--- src/rtl/mem_ctrl_pkg.sv ---
// Shared definitions for the byte-wide RAM port controller: access size
// encodings, sequencer state codes and the size-to-byte-count helper.
package mem_ctrl_pkg;

    localparam logic [1:0] MEM_SZ_B = 2'b00;
    localparam logic [1:0] MEM_SZ_H = 2'b01;
    localparam logic [1:0] MEM_SZ_W = 2'b10;

    typedef enum logic [1:0] {
        ST_IDLE = 2'd0,
        ST_RD   = 2'd1,
        ST_WR   = 2'd2
    } seqState_e;

    // Both 2'b10 and 2'b11 select a full word.
    function automatic logic [2:0] sizeToCount(input logic [1:0] size);
        case (size)
            MEM_SZ_B: return 3'd1;
            MEM_SZ_H: return 3'd2;
            default:  return 3'd4;
        endcase
    endfunction

endpackage

--- src/rtl/mem_ctrl_ram_byte_seq.sv ---
// Byte issue/capture engine: walks base..base+n-1 on the RAM port, either
// writing store bytes or assembling read bytes into a little-endian word.
module mem_ctrl_ram_byte_seq
    import mem_ctrl_pkg::*;
#(
    parameter int RD_LAT = 2,
    parameter int ADDR_W = 32
) (
    input  logic              i_clk,
    input  logic              i_rst,
    input  logic              i_start,
    input  logic              i_we,
    input  logic [2:0]        i_n,
    input  logic [ADDR_W-1:0] i_base,
    input  logic [31:0]       i_wdata,
    input  logic              i_abort,
    output logic              o_busy,
    output logic              o_finish,
    output logic [31:0]       o_rdata,
    output logic [ADDR_W-1:0] o_ram_a,
    output logic [7:0]        o_ram_dout,
    output logic              o_ram_wr,
    input  logic [7:0]        i_ram_din
);

    localparam int CNT_W = $clog2(RD_LAT + 5) + 1;

    seqState_e         r_state;
    seqState_e         w_nextState;
    logic [ADDR_W-1:0] r_base;
    logic [2:0]        r_n;
    logic [31:0]       r_wdata;
    logic [CNT_W-1:0]  r_cnt;

    logic [CNT_W-1:0]  w_wrLast;
    logic [CNT_W-1:0]  w_rdLast;
    logic              w_issue;
    logic              w_capture;
    logic [1:0]        w_capIdx;
    logic [ADDR_W-1:0] w_issueAddr;

    // r_cnt is the offset from the accept edge of the edge about to happen.
    assign w_wrLast    = CNT_W'(r_n);
    assign w_rdLast    = CNT_W'(r_n) + CNT_W'(RD_LAT) - CNT_W'(1);
    assign w_issue     = r_cnt < w_wrLast;
    assign w_capture   = (r_cnt >= CNT_W'(RD_LAT)) && (r_cnt <= w_rdLast);
    assign w_capIdx    = 2'(r_cnt - CNT_W'(RD_LAT));
    assign w_issueAddr = r_base + ADDR_W'(r_cnt);

    always_ff @(posedge i_clk) begin
        if (!i_rst) begin
            r_state <= ST_IDLE;
        end else begin
            r_state <= w_nextState;
        end
    end

    always_comb begin
        w_nextState = r_state;
        case (r_state)
            ST_IDLE: if (i_start) w_nextState = i_we ? ST_WR : ST_RD;
            ST_RD:   if (i_abort || (r_cnt == w_rdLast)) w_nextState = ST_IDLE;
            ST_WR:   if (r_cnt == w_wrLast) w_nextState = ST_IDLE;
            default: w_nextState = ST_IDLE;
        endcase
    end

    always_comb begin
        o_busy   = (r_state != ST_IDLE);
        o_finish = ((r_state == ST_RD) && (r_cnt == w_rdLast) && !i_abort) ||
                   ((r_state == ST_WR) && (r_cnt == w_wrLast));
    end

    // Byte 0 goes out on the accept edge itself; an abort freezes the port.
    always_ff @(posedge i_clk) begin
        if (!i_rst) begin
            r_base     <= '0;
            r_n        <= '0;
            r_wdata    <= '0;
            r_cnt      <= '0;
            o_rdata    <= '0;
            o_ram_a    <= '0;
            o_ram_dout <= '0;
            o_ram_wr   <= 1'b0;
        end else if ((r_state == ST_IDLE) && i_start) begin
            r_base  <= i_base;
            r_n     <= i_n;
            r_wdata <= i_wdata;
            r_cnt   <= CNT_W'(1);
            o_rdata <= '0;
            o_ram_a <= i_base;
            o_ram_wr <= i_we;
            if (i_we) begin
                o_ram_dout <= i_wdata[7:0];
            end
        end else if ((r_state != ST_IDLE) && !i_abort) begin
            r_cnt <= r_cnt + CNT_W'(1);
            if (w_issue) begin
                o_ram_a <= w_issueAddr;
                if (r_state == ST_WR) begin
                    o_ram_dout <= r_wdata[{r_cnt[1:0], 3'b000} +: 8];
                end
            end
            if ((r_state == ST_WR) && (r_cnt == w_wrLast)) begin
                o_ram_wr <= 1'b0;
            end
            if ((r_state == ST_RD) && w_capture) begin
                o_rdata[{w_capIdx, 3'b000} +: 8] <= i_ram_din;
            end
        end
    end

endmodule

--- src/rtl/mem_ctrl.sv ---
// RAM port arbiter between instruction fetch and load/store: MEM wins ties,
// flush cancels fetches, and completion is routed back as one-cycle pulses.
module mem_ctrl
    import mem_ctrl_pkg::*;
#(
    parameter int RD_LAT = 2,
    parameter int ADDR_W = 32
) (
    input  logic              i_clk,
    input  logic              i_rst,
    input  logic              i_flush,
    input  logic              i_if_req,
    input  logic [ADDR_W-1:0] i_if_addr,
    output logic              o_if_done,
    output logic [31:0]       o_if_rdata,
    input  logic              i_mem_req,
    input  logic              i_mem_we,
    input  logic [1:0]        i_mem_size,
    input  logic [ADDR_W-1:0] i_mem_addr,
    input  logic [31:0]       i_mem_wdata,
    output logic              o_mem_done,
    output logic [31:0]       o_mem_rdata,
    output logic [ADDR_W-1:0] o_ram_a,
    output logic [7:0]        o_ram_dout,
    output logic              o_ram_wr,
    input  logic [7:0]        i_ram_din
);

    logic              r_ownerMem;
    logic              r_ifDone;
    logic              r_memDone;

    logic              w_busy;
    logic              w_finish;
    logic              w_acceptMem;
    logic              w_acceptIf;
    logic              w_start;
    logic              w_we;
    logic [2:0]        w_n;
    logic [ADDR_W-1:0] w_base;
    logic              w_abort;
    logic [31:0]       w_rdata;

    // A port whose done is still high is not re-accepted this cycle.
    always_comb begin
        w_acceptMem = !w_busy && i_mem_req && !r_memDone;
        w_acceptIf  = !w_busy && !w_acceptMem && i_if_req && !r_ifDone && !i_flush;
        w_start     = w_acceptMem || w_acceptIf;
        w_we        = w_acceptMem && i_mem_we;
        w_n         = w_acceptMem ? sizeToCount(i_mem_size) : 3'd4;
        w_base      = w_acceptMem ? i_mem_addr : i_if_addr;
        w_abort     = i_flush && w_busy && !r_ownerMem;
    end

    always_ff @(posedge i_clk) begin
        if (!i_rst) begin
            r_ownerMem <= 1'b0;
            r_ifDone   <= 1'b0;
            r_memDone  <= 1'b0;
        end else begin
            if (w_start) begin
                r_ownerMem <= w_acceptMem;
            end
            r_ifDone  <= w_finish && !r_ownerMem;
            r_memDone <= w_finish && r_ownerMem;
        end
    end

    mem_ctrl_ram_byte_seq #(
        .RD_LAT (RD_LAT),
        .ADDR_W (ADDR_W)
    ) u_seq (
        .i_clk      (i_clk),
        .i_rst      (i_rst),
        .i_start    (w_start),
        .i_we       (w_we),
        .i_n        (w_n),
        .i_base     (w_base),
        .i_wdata    (i_mem_wdata),
        .i_abort    (w_abort),
        .o_busy     (w_busy),
        .o_finish   (w_finish),
        .o_rdata    (w_rdata),
        .o_ram_a    (o_ram_a),
        .o_ram_dout (o_ram_dout),
        .o_ram_wr   (o_ram_wr),
        .i_ram_din  (i_ram_din)
    );

    assign o_if_done   = r_ifDone;
    assign o_mem_done  = r_memDone;
    assign o_if_rdata  = w_rdata;
    assign o_mem_rdata = w_rdata;

endmodule

--- config.mk ---
export PLATFORM = sky130hd
export DESIGN_NAME = mem_ctrl
export DESIGN_NICKNAME = d
export VERILOG_FILES = /design/src/rtl/mem_ctrl_pkg.sv /design/src/rtl/mem_ctrl_ram_byte_seq.sv /design/src/rtl/mem_ctrl.sv
export SDC_FILE = /design/constraint.sdc
export NUM_CORES = 1
export LEC_CHECK = 0
export CORE_MARGIN = 2
export CORE_UTILIZATION = 40
export DETAILED_ROUTE_END_ITERATION = 10
export DONT_BUFFER_PORTS = 1
export HOLD_SLACK_MARGIN = 0.12
export PLACE_DENSITY = 0.62
export SETUP_SLACK_MARGIN = 0.05
export SLEW_MARGIN = 20
export SYNTH_ARGS = -nofsm -noshare
export SYNTH_HDL_FRONTEND = slang
export SYNTH_HIERARCHICAL = 1
export SYNTH_SLANG_ARGS = --single-unit
--- constraint.sdc ---
create_clock -name i_clk -period 3.2 [get_ports i_clk]
set_input_delay 0.16 -clock i_clk [delete_from_list [all_inputs] [get_ports i_clk]]
set_output_delay 0.16 -clock i_clk [all_outputs]
set_load 0.05 [all_outputs]
==> impl_metrics.toml <==
[logic_synthesis]
synth-edff-count = 0
netlist.area_leader.share_pct = 38.63
yosysUniqueCellTypes = 59
syn_area_um2 = 7722
ys_ff_latch = 149
synth_most_common_cell = "nand2_1"
ys.flop_type = "dfxtp_1"
syn-num-nets = 1017
ys_seq_area_share_pct = 38.63
yosysWarnings = 6
synth.avg_cell_area_um2 = 8.706
postSynthCellCount = 887
synth_top_cell_by_area = "dfxtp_1"
async_reset_ff_share_pct = 0
ys_top_cells_by_area = "dfxtp_1 (39%), nand2_1 (9.9%), a21boi_0 (6.7%), mux2_4 (5.4%), buf_4 (3.1%)"
synth_common_cells = "nand2_1 (204), dfxtp_1 (149), a21boi_0 (69)"

[status]
status = "finished clean"

[setup_path]
crit_path_max_incr_delay_ps = 560
crit_fanout = 75
cp-end-kind = "flip-flop"
path_buf_inv = 3
path_class = "flip-flop to flip-flop"
cp_top_family = "simple AND/OR/NAND/NOR gates"
cp_slowest_cell = "dlygate4sd3_1"
start_kind = "flip-flop"
required_ps = 3540
cp_data_arrival_time_ps = 3120
worstPathCellList = "nor2_2 > inv_1 > nor4b_1 > or2_2 > and2_2 > buf_12 > nand2_1 > dlygate4sd3_1 > a21boi_0"

[place]
hpwl_um = 12800
routabilityCongestion = 0.7828
post-place-ws_ps = 401.0
io_buffers = 0

[cts]
clock-sinks = 149
clk_latency_ps = 430
numCtsBuffers = 17
clk_pin_slew_ps = 70
htreeDepth = 4
cts_buffer_depth = 2
cts_tree = "built"
post_cts_buffers = 0
root_buffer = "clkbuf_16"

[layout]
syn_to_final_growth_pct = 20.97
finalNetCount = 1070
drive_gt1_share_pct = 12.07
post-route-util_pct = 49.61
antenna-diode-count = 0

[detailed_routing]
post_drt_wl_per_cell_um = 16.59
drc = 0
drt_pass1_iterations = 4
avgViaCountPerCell = 5.204
drt_iter0_markers = 407
vias = 6313
detail-route-antenna-nets = 0
wl_um = 20120

[die]
num_io_pins = 219
core_area_um2 = 18830
fp.dieW_um = 142.9
start_util_pct = 41.01
chipHeight_um = 142.9
dieArea_um2 = 20430
fp-row-count = 50

[sta]
period_needed_ps = 2775
fin_tns_setup_ps = 0
setup_slack_ps = 425.3
rsz0062_at_grt = "no"
drv_slew = 0
hold_viol = 0
relSlewSlack_pct = 33.76
worst_slew_pin_slew_ps = 992.3
hold_slack_ps = 139.9
finalSetupViolCount = 0
min_period_over_period_pct = 86.71
worst_clock_skew_ps = 10.24
clock.fmax_ghz = 0.3604

[global_route]
grt_pass1_vias = 6171
grtUsageTotal_pct = 19.54
grt_overflow = 0
grt_pass1_wl_um = 31570
grt_start_max_net_pins = 120
antenna_found_initial = 0

[power]
vdd_drop_max_v = 0.0003550
power.total_w = 0.006321
power_density_nw_per_um2 = 676.6
power_leakage_nw = 3.535

[hold_path]
min_path_type = "input port to flip-flop"

[job]
max_cap_violations = 0
## cell families (layout without fill, tap and decap cells)
group | count (synthesis) | count (layout) | share of synthesized area (%)
AOI/OAI and AO/OA | 189 | 189 | 17.09
xor gates and xnor gates | 28 | 28 | 3.176
adders and majority gates | 18 | 18 | 3.014
buffers and inverters | 102 | 168 | 7.421
DFF | 149 | 149 | 38.63
muxes | 50 | 50 | 9.656
and+or+nand+nor | 351 | 351 | 21.01
## cells in the final DEF, fill, tap and decap left out, drive strengths merged, types with 9 or more instances in the layout
cell,instances
inv,23
and2,16
mux2,32
nand3,38
dfxtp,149
o221ai,19
o211a,9
clkbuf,17
nor2,37
or2,9
nand4,9
xor2,16
a21oi,36
buf,17
a21boi,69
mux2i,10
xnor2,12
nand2,204
dlygate4sd3,106
ha,17
o21ai,32
## layer usage
metal	vias up	global-route usage, %	wire length, um
met2	172	33.80	9865
met1	2963	23.48	8676
li1	3153	-	-
met3	25	5.231	1273
met4	0	6.462	306
met5	-	0	0
## repair_timing
action | CTS | global route
hold buffers | 107 | 0
endpoints found under the hold margin | 146 | 0
endpoints found under the setup margin | 0 | 1
resized for setup | 0 | 1
## registers in the layout (all words and copies together), names as in the netlist
name	cells
u_seq/o_ram_a	32
u_seq/o_rdata	32
u_seq/r_base	32
u_seq/r_wdata	32
u_seq/o_ram_dout	8
u_seq/r_cnt	4
u_seq/r_n	3
u_seq/r_state	2
o_if_done	1
o_mem_done	1
r_ownerMem	1
u_seq/o_ram_wr	1
## where the power goes
| part | switching (W) | internal [W] | total [W] |
|---|---|---|---|
| Combinational | 0.000895 | 0.000667 | 0.00156 |
| Sequential | 0.000697 | 0.00214 | 0.00284 |
| Clock | 0.000894 | 0.00103 | 0.00192 |
## worst reg2reg max path: cells and delay by family (launching register included)
kind | cells | cell delay (ps)
simple gates | 5 | 1220
buf+inv | 3 | 1000
flops | 1 | 330
compound gates | 1 | 160
## path summary, 6_finish.rpt
kind | from | endpoint | slack, ps | cells after the start
max | u_seq/r_state[1] | u_seq/r_base[5] | 430 | 9
min | i_mem_addr[31] | u_seq/r_base[31] | 140 | 3
max reg2reg | u_seq/r_state[1] | u_seq/r_base[5] | 430 | 9
min reg2reg | r_ownerMem | o_if_done | 450 | 1
## per-stage QoR
stage | cells | area [um2]
final | 1213 | 9341
after global placement | 1074 | 7682
after global routing | 1213 | 9341
after CTS | 1213 | 9330
after detailed placement | 1074 | 7682
after floorplan | 887 | 7722
## area by class of cell
cell class | count | area [um2]
Clock buffer | 17 | 425.4
Tap cell | 260 | 325.3
Sequential cell | 149 | 2983
Timing Repair Buffer | 123 | 1234
Inverter | 13 | 48.80
Fill cell | 1746 | 9489
Clock inverter | 15 | 133.9
Multi-Input combinational cell | 636 | 4192
Power figures use the tool's default switching activity.
